$ cat src/rtl/jtframe_sdram_arb_pkg.sv
// jtframe_sdram_arb_pkg
// Shared types and constants for the SDRAM read arbiter and its per-slot caches.
//   state_t : arbiter FSM states (IDLE, REQ, WAIT)
//   DEF_AW  : default SDRAM word address width
//   DEF_DW  : default read data width
//   tag_w() : cache tag width, which is the word address plus the 2-bit bank
package jtframe_sdram_arb_pkg;

  typedef enum logic [1:0] {
    IDLE = 2'd0,
    REQ  = 2'd1,
    WAIT = 2'd2
  } state_t;

  localparam int DEF_AW = 22;
  localparam int DEF_DW = 32;

  function automatic int tag_w(input int aw);
    return aw + 2;
  endfunction

endpackage

$ cat src/rtl/jtframe_sdram_arb_slot.sv
// jtframe_sdram_arb_slot
// One-word read cache for a single ROM requester. It stores the tag, the data
// and a valid bit. The hit compare is combinational, so a hit costs no latency.
// Ports:
//   clk_rom, rst : clock and synchronous active-high reset
//   i_flush      : clears the valid bit; this takes priority over a write
//   i_cs         : requester chip-select
//   i_addr       : requester word address
//   i_bank       : requester bank
//   i_wr         : write strobe from the arbiter
//   i_wr_tag     : tag captured when the request was granted
//   i_wr_data    : data returned by SDRAM
//   o_ok         : o_dout is valid for the current {i_bank, i_addr}
//   o_dout       : cached data word
module jtframe_sdram_arb_slot
  import jtframe_sdram_arb_pkg::*;
#(
  parameter int AW = DEF_AW,
  parameter int DW = DEF_DW
) (
  input  logic                  clk_rom,
  input  logic                  rst,
  input  logic                  i_flush,
  input  logic                  i_cs,
  input  logic [AW-1:0]         i_addr,
  input  logic [1:0]            i_bank,
  input  logic                  i_wr,
  input  logic [tag_w(AW)-1:0]  i_wr_tag,
  input  logic [DW-1:0]         i_wr_data,
  output logic                  o_ok,
  output logic [DW-1:0]         o_dout
);

  localparam int TW = tag_w(AW);

  logic [TW-1:0] r_tag;
  logic [DW-1:0] r_data;
  logic          r_valid;

  // NOTE: sequential state uses non-blocking assignments only. Blocking
  // assignments here would create ordering races with the other flops.
  always_ff @(posedge clk_rom) begin
    if (rst) begin
      r_valid <= 1'b0;
      // NOTE: the data word is reset as well, so the output reads as zero
      // after reset. A pure cache would only need the valid bit reset.
      r_tag   <= '0;
      r_data  <= '0;
    end else if (i_flush) begin
      r_valid <= 1'b0;
    end else if (i_wr) begin
      r_valid <= 1'b1;
      r_tag   <= i_wr_tag;
      r_data  <= i_wr_data;
    end
  end

  assign o_ok   = i_cs & r_valid & (r_tag == {i_bank, i_addr});
  assign o_dout = r_data;

endmodule

$ cat src/rtl/jtframe_sdram_arb.sv
// jtframe_sdram_arb
// Read arbiter between SLOTS ROM requesters and the single SDRAM read port.
// A slot that misses its cache becomes pending. The FSM grants one pending slot
// and runs the req/ack/rdy handshake with the controller. The returned word is
// then written into that slot's cache, together with the tag captured at grant.
// All logic runs in the clk_rom domain.
// Ports:
//   clk_rom, rst          : clock and synchronous active-high reset
//   downloading           : ROM download; flushes caches, blocks new grants
//   slot_addr/bank/cs     : packed per-slot requests (slot i at [i*W +: W])
//   slot_ok/slot_dout     : packed per-slot hit flag and cached data
//   sdram_req/addr/bank   : request to the SDRAM controller
//   sdram_ack, data_rdy   : one-cycle pulses from the controller
//   data_read             : SDRAM read data
//   refresh_en            : arbiter idle and nothing pending
// Build option JTFRAME_SDRAM_ARB_RR_EN: round-robin grant that starts its search
// one slot past the last grant. Without it, the grant is fixed priority and
// slot 0 has the highest priority.
module jtframe_sdram_arb
  import jtframe_sdram_arb_pkg::*;
#(
  parameter int SLOTS = 4,
  parameter int AW    = DEF_AW,
  parameter int DW    = DEF_DW
) (
  input  logic                  clk_rom,
  input  logic                  rst,
  input  logic                  downloading,
  input  logic [SLOTS*AW-1:0]   slot_addr,
  input  logic [SLOTS*2-1:0]    slot_bank,
  input  logic [SLOTS-1:0]      slot_cs,
  output logic [SLOTS-1:0]      slot_ok,
  output logic [SLOTS*DW-1:0]   slot_dout,
  output logic                  sdram_req,
  input  logic                  sdram_ack,
  output logic [AW-1:0]         sdram_addr,
  output logic [1:0]            sdram_bank,
  input  logic [DW-1:0]         data_read,
  input  logic                  data_rdy,
  output logic                  refresh_en
);

  localparam int IW = (SLOTS > 1) ? $clog2(SLOTS) : 1;
  localparam int TW = tag_w(AW);

  state_t         r_state,   w_state_nxt;
  logic           r_req,     w_req_nxt;
  logic [AW-1:0]  r_addr,    w_addr_nxt;
  logic [1:0]     r_bank,    w_bank_nxt;
  logic [IW-1:0]  r_gnt,     w_gnt_nxt;
  logic [TW-1:0]  r_tag,     w_tag_nxt;
  logic           r_discard, w_discard_nxt;

  logic [SLOTS-1:0] w_ok, w_pending, w_wr;
  logic             w_done;
  logic             w_any;
  logic [IW-1:0]    w_win;

  assign w_pending = slot_cs & ~w_ok & {SLOTS{~downloading}};
  assign w_any     = |w_pending;

`ifdef JTFRAME_SDRAM_ARB_RR_EN
  logic [IW-1:0] r_last;

  always_comb begin
    int idx;
    logic found;
    w_win = r_last;
    found = 1'b0;
    // The search starts one past the last grant, so the last winner is tried last.
    for (int k = 1; k <= SLOTS; k++) begin
      idx = (int'(r_last) + k) % SLOTS;
      if (!found && w_pending[idx]) begin
        w_win = IW'(idx);
        found = 1'b1;
      end
    end
  end

  always_ff @(posedge clk_rom) begin
    if (rst)                           r_last <= '0;
    else if (r_state == IDLE && w_any) r_last <= w_win;
  end
`else
  always_comb begin
    w_win = '0;
    // Walk downwards so that the lowest pending index is the one left standing.
    for (int k = SLOTS - 1; k >= 0; k--) begin
      if (w_pending[k]) w_win = IW'(k);
    end
  end
`endif

  // NOTE: every signal assigned in this block gets a default first. A path that
  // leaves one unassigned would infer a latch.
  always_comb begin
    w_state_nxt   = r_state;
    w_req_nxt     = r_req;
    w_addr_nxt    = r_addr;
    w_bank_nxt    = r_bank;
    w_gnt_nxt     = r_gnt;
    w_tag_nxt     = r_tag;
    // A download seen at any point of a transaction drops its cache write.
    w_discard_nxt = r_discard | downloading;
    w_done        = 1'b0;
    case (r_state)
      IDLE: begin
        w_discard_nxt = 1'b0;
        if (w_any) begin
          w_addr_nxt  = slot_addr[w_win*AW +: AW];
          w_bank_nxt  = slot_bank[w_win*2 +: 2];
          w_tag_nxt   = {w_bank_nxt, w_addr_nxt};
          w_gnt_nxt   = w_win;
          w_req_nxt   = 1'b1;
          w_state_nxt = REQ;
        end
      end
      REQ: begin
        if (sdram_ack) begin
          w_req_nxt = 1'b0;
          // Data can arrive together with the ack; close the transaction here.
          if (data_rdy) begin
            w_done      = 1'b1;
            w_state_nxt = IDLE;
          end else begin
            w_state_nxt = WAIT;
          end
        end
      end
      WAIT: begin
        if (data_rdy) begin
          w_done      = 1'b1;
          w_state_nxt = IDLE;
        end
      end
      default: w_state_nxt = IDLE;
    endcase
  end

  always_ff @(posedge clk_rom) begin
    if (rst) begin
      r_state   <= IDLE;
      r_req     <= 1'b0;
      r_addr    <= '0;
      r_bank    <= '0;
      r_gnt     <= '0;
      r_tag     <= '0;
      r_discard <= 1'b0;
    end else begin
      r_state   <= w_state_nxt;
      r_req     <= w_req_nxt;
      r_addr    <= w_addr_nxt;
      r_bank    <= w_bank_nxt;
      r_gnt     <= w_gnt_nxt;
      r_tag     <= w_tag_nxt;
      r_discard <= w_discard_nxt;
    end
  end

  for (genvar i = 0; i < SLOTS; i++) begin : g_slot
    // The flush input also blocks a write if the download is still active.
    assign w_wr[i] = w_done & ~r_discard & (r_gnt == IW'(i));

    jtframe_sdram_arb_slot #(
      .AW (AW),
      .DW (DW)
    ) u_slot (
      .clk_rom   (clk_rom),
      .rst       (rst),
      .i_flush   (downloading),
      .i_cs      (slot_cs[i]),
      .i_addr    (slot_addr[i*AW +: AW]),
      .i_bank    (slot_bank[i*2 +: 2]),
      .i_wr      (w_wr[i]),
      .i_wr_tag  (r_tag),
      .i_wr_data (data_read),
      .o_ok      (w_ok[i]),
      .o_dout    (slot_dout[i*DW +: DW])
    );
  end

  assign slot_ok    = w_ok;
  assign sdram_req  = r_req;
  assign sdram_addr = r_addr;
  assign sdram_bank = r_bank;
  assign refresh_en = (r_state == IDLE) & ~w_any;

endmodule
$ cat config.mk
export PLATFORM = sky130hd
export DESIGN_NAME = jtframe_sdram_arb
export DESIGN_NICKNAME = d
export VERILOG_FILES = /design/src/rtl/jtframe_sdram_arb_pkg.sv /design/src/rtl/jtframe_sdram_arb_slot.sv /design/src/rtl/jtframe_sdram_arb.sv
export SDC_FILE = /design/constraint.sdc
export NUM_CORES = 1
export LEC_CHECK = 0
export ABC_AREA = 1
export BUFFER_PORTS_ARGS = -buffer_cell sky130_fd_sc_hd__buf_2
export CAP_MARGIN = 20
export CORE_AREA = 2 2 202 204
export CTS_CLUSTER_DIAMETER = 150
export DETAILED_ROUTE_END_ITERATION = 7
export DIE_AREA = 0 0 204 206
export SLEW_MARGIN = 20
export SYNTH_ARGS = -nofsm -noshare
export SYNTH_HDL_FRONTEND = slang
export SYNTH_SLANG_ARGS = --single-unit
$ cat constraint.sdc
create_clock -name clk_rom -period 2.6 [get_ports clk_rom]
set_input_delay 0.13 -clock clk_rom [delete_from_list [all_inputs] [get_ports clk_rom]]
set_output_delay 0.13 -clock clk_rom [all_outputs]
set_load 0.005 [all_outputs]
==> results by group <==
Clocking
  – # H-tree levels: 1
  – Num Clock Sinks: 258
  – CTS tree: done
  – Skew-Pair Late Insertion Delay: 580 ps
  – Clock-pin slew on the worst setup and hold paths: 60 ps
  – Clock Path Buffers: 3
  – CTS Root Cell: clkbuf_16
  – Num CTS Buffers: 29

Worst setup path
  – Register-to-Register Path Depth: 14
  – Crit end category: output pin
  – Reg2reg setup slack: 230 ps
  – Crit start category: flop
  – CP Data Arrival Time: 2340 ps
  – Slowest stage cell, crit path: dfxtp_1
  – Top cell by count, worst path: nand2_1
  – Critical Path Fanout Max: 4
  – Crit path largest cell delay: 360 ps
  – Reg-to-Reg End: r_state[1]
  – Worst path top cell family by delay: simple AND/OR/NAND/NOR gates
  – CP Class: reg2out
  – Reg-to-reg startpoint: g_slot[1].u_slot.r_tag[6]
  – WP buf/inv: 3
  – CP Cell Sequence: inv_1 -> nand2_1 -> nand4_1 -> nor2_1 -> nand2_1 -> nor2_1 -> nand2_1 -> nand2_1 -> nand2_1 -> nor2_2 -> nand2_2 -> inv_1 -> buf_2
  – Required time worst endpoint: 2470 ps

Worst hold path
  – WHS Path Cells: 3
  – Hold Crit Class: in2reg
  – Hold path start: downloading
  – Hold EP: r_discard

STA
  – Setup Viol. Count Final: 0
  – Rel. slew slack: 57.5%
  – Tmin final: 2470 ps
  – Fmax: 405 MHz
  – Final hold violations: 0
  – Slew Limit Fails: 0
  – Clock Skew: 10.6 ps
  – Worst slew pin tran: 638 ps
  – Worst hold slack: 24.3 ps
  – Tcrit/Tclk final: 95.0%

Synthesis
  – Mapped Cells: 1751
  – Syn Area/Cell: 6.72 um^2
  – Syn_nets: 1891
  – Synth Area in XOR/XNOR: 1.93%
  – Post-Synth Simple-Gate Area: 26.9%
  – Synth Area in Compound Gates: 15.7%
  – Register bit total from synthesis: 258
  – Netlist cell types: 29
  – Yosys synthesis warning count: 0
  – Adder-cell share of the synthesized area: 0.319%
  – Largest family of logic cells by synthesized area: simple AND/OR/NAND/NOR gates
  – Post-synthesis mux area share: 0%
  – Seq/Total Area, Yosys: 43.9%
  – Synthesized cell area: 11800 um^2

Die
  – Ports: 295
  – Core Region: 40200 um^2
  – Chip width: 204 um
  – Die ar.: 42000 um^2
  – FP Rows: 74
  – Vert. Die Dim: 206 um
  – Initial Util: 29.3%

Layout
  – Fill cell count: 4314
  – Util after Layout: 37.6%
  – Fin nets: 2182
  – Cell area after layout: 15100 um^2
  – Layout cell share with drive strength beyond 1: 19.7%
  – Final cell count without fillers: 2599
  – Area Growth Syn to Fin: 28.5%
  – Most frequent cells in the layout: nor2_1 (322), buf_2 (294), nand2_1 (264)
  – Most common cell after layout, fill and taps aside: nor2_1

Drt
  – Final wirelength: 46200 um
  – Via Count: 12506
  – Number of DRC markers in iteration 0: 821
  – Via/cell ratio: 4.81
  – Routed WL per cell: 17.8 um
  – DR pass1 iterations: 5
  – ANT nets after route: 0
  – Number of remaining DRC errors: 0

Power and ir drop
  – Lkg Pwr: 7.58 nW
  – Power per Cell Area: 642 nW/um^2
  – Peak supply drop: 0.000428 V

GRT
  – Largest net degree at the start of global routing: 75
  – Antenna violations before repair: 2
  – Grt total ovfl: 0
  – First-pass GRT wire length: 69600 um
  – Total GRT Usage: 21.4%
  – Number of global-route vias before repair: 11999

Place
  – DP Cell Count: 2506
  – Routability Congestion: 0.923
  – DP Wirelength: 33400 um
  – Post-DP Area: 13700 um^2
  – Port buffer count: 294

Flow run
  – Max cap viols: 0

Outcome
  – Status: completed
-- final cells by class --
class	instances	area, um^2	area share, %
repair buffers	361	2110	14.0
clock inverters	9	124	0.819
inverters	224	843	5.58
multi-input cells	1168	5330	35.2
well taps	532	666	4.40
flip-flops and latches	258	5170	34.2
clock buffers	45	876	5.79
diodes	2	5.00	0.0331
-- where the power goes --
part,internal [mW],switching [mW]
Clock,2.53,1.74
Sequential,4.06,0.0806
Combinational,0.426,0.869
Total,7.01,2.69
-- worst reg2reg max path, cell delays in order (launching register included) --
cell	delay, ps
dfxtp_1	360
inv_1	50
nand2_1	60
nand4_1	190
nor2_1	180
nand2_1	60
nor2_1	80
nand2_1	90
nand2_1	140
nand2_1	80
nor2_2	140
nand2_2	110
nand4_1	90
dlygate4sd3_1	550
a21oi_1	70
-- cells in the mapped netlist, drive strengths merged --
cell type | instances | area [um^2]
nor2 | 330 | 1250
nand2 | 269 | 1020
dfxtp | 258 | 5160
o21ai | 234 | 1170
inv | 223 | 837
nand3 | 141 | 711
a21oi | 127 | 636
clkbuf | 62 | 233
buf | 39 | 253
xnor2 | 18 | 158
nand4 | 13 | 81.3
nor3 | 8 | 40.0
or2 | 8 | 50.1
xor2 | 8 | 70.1
o22ai | 6 | 37.5
ha | 3 | 37.5
nor4 | 3 | 18.8
clkinv | 1 | 3.75
-- routing by layer --
metal,routed length [um],part of all wire [%],track usage (%)
met2,21000,45,35.8
met3,3880,8.4,4.38
met5,0,0,0
met4,1760,3.8,8.83
met1,19600,42,26.9
-- worst max-delay path by stage --
stage,startpoint,end,slack [ps],cells past startpoint
4_1_cts,g_slot[0].u_slot.r_tag[15],refresh_en,2,12
6_report,g_slot[1].u_slot.r_tag[6],refresh_en,130,13
3_5_place_dp,r_state[1],g_slot[2].u_slot.o_dout[2],310,12
5_1_grt,g_slot[1].u_slot.r_tag[3],refresh_en,-10,11
2_1_floorplan,r_state[1],g_slot[2].u_slot.r_tag[13],640,11
3_3_place_gp,r_state[1],g_slot[2].u_slot.o_dout[2],350,12
-- through the flow --
step | power (mW) | setup TNS [ps] | setup slack (ps)
global route | 10.1 | -11.3 | -11.3
global placement | 5.45 | 0 | 348
CTS | 9.79 | 0 | 1.85
detailed placement | 5.46 | 0 | 306
finish | 9.71 | 0 | 131
floorplan | 4.86 | 0 | 639
-- logic make-up (layout without fill, tap and decap cells) --
kind of cell,after synthesis,after routing
AND/OR/NAND/NOR,772,772
flip-flops,258,258
buffers and inverters,325,639
other,0,2
AO/OA/AOI/OAI,367,367
adder cells (fa/ha/maj),3,3
XOR/XNOR,26,26
-- timing repair --
item                       in CTS  in global routing
setup endpoints to repair       1                  2
pin swaps                       0                  2
hold endpoints to repair      131                  0
setup buffers                   0                  1
gates resized for setup         1                  7
hold buffers                   36                  0
-- sequential cells by signal, summed over array words and instances, names as in the netlist, 2 cells and up --
signal and count:
g_slot.u_slot.o_dout 128, g_slot.u_slot.r_tag 96, g_slot.u_slot.r_valid 4, r_gnt 2
r_state 2, sdram_addr 21, sdram_bank 2
Note: power is estimated with default switching activity, not from simulation.
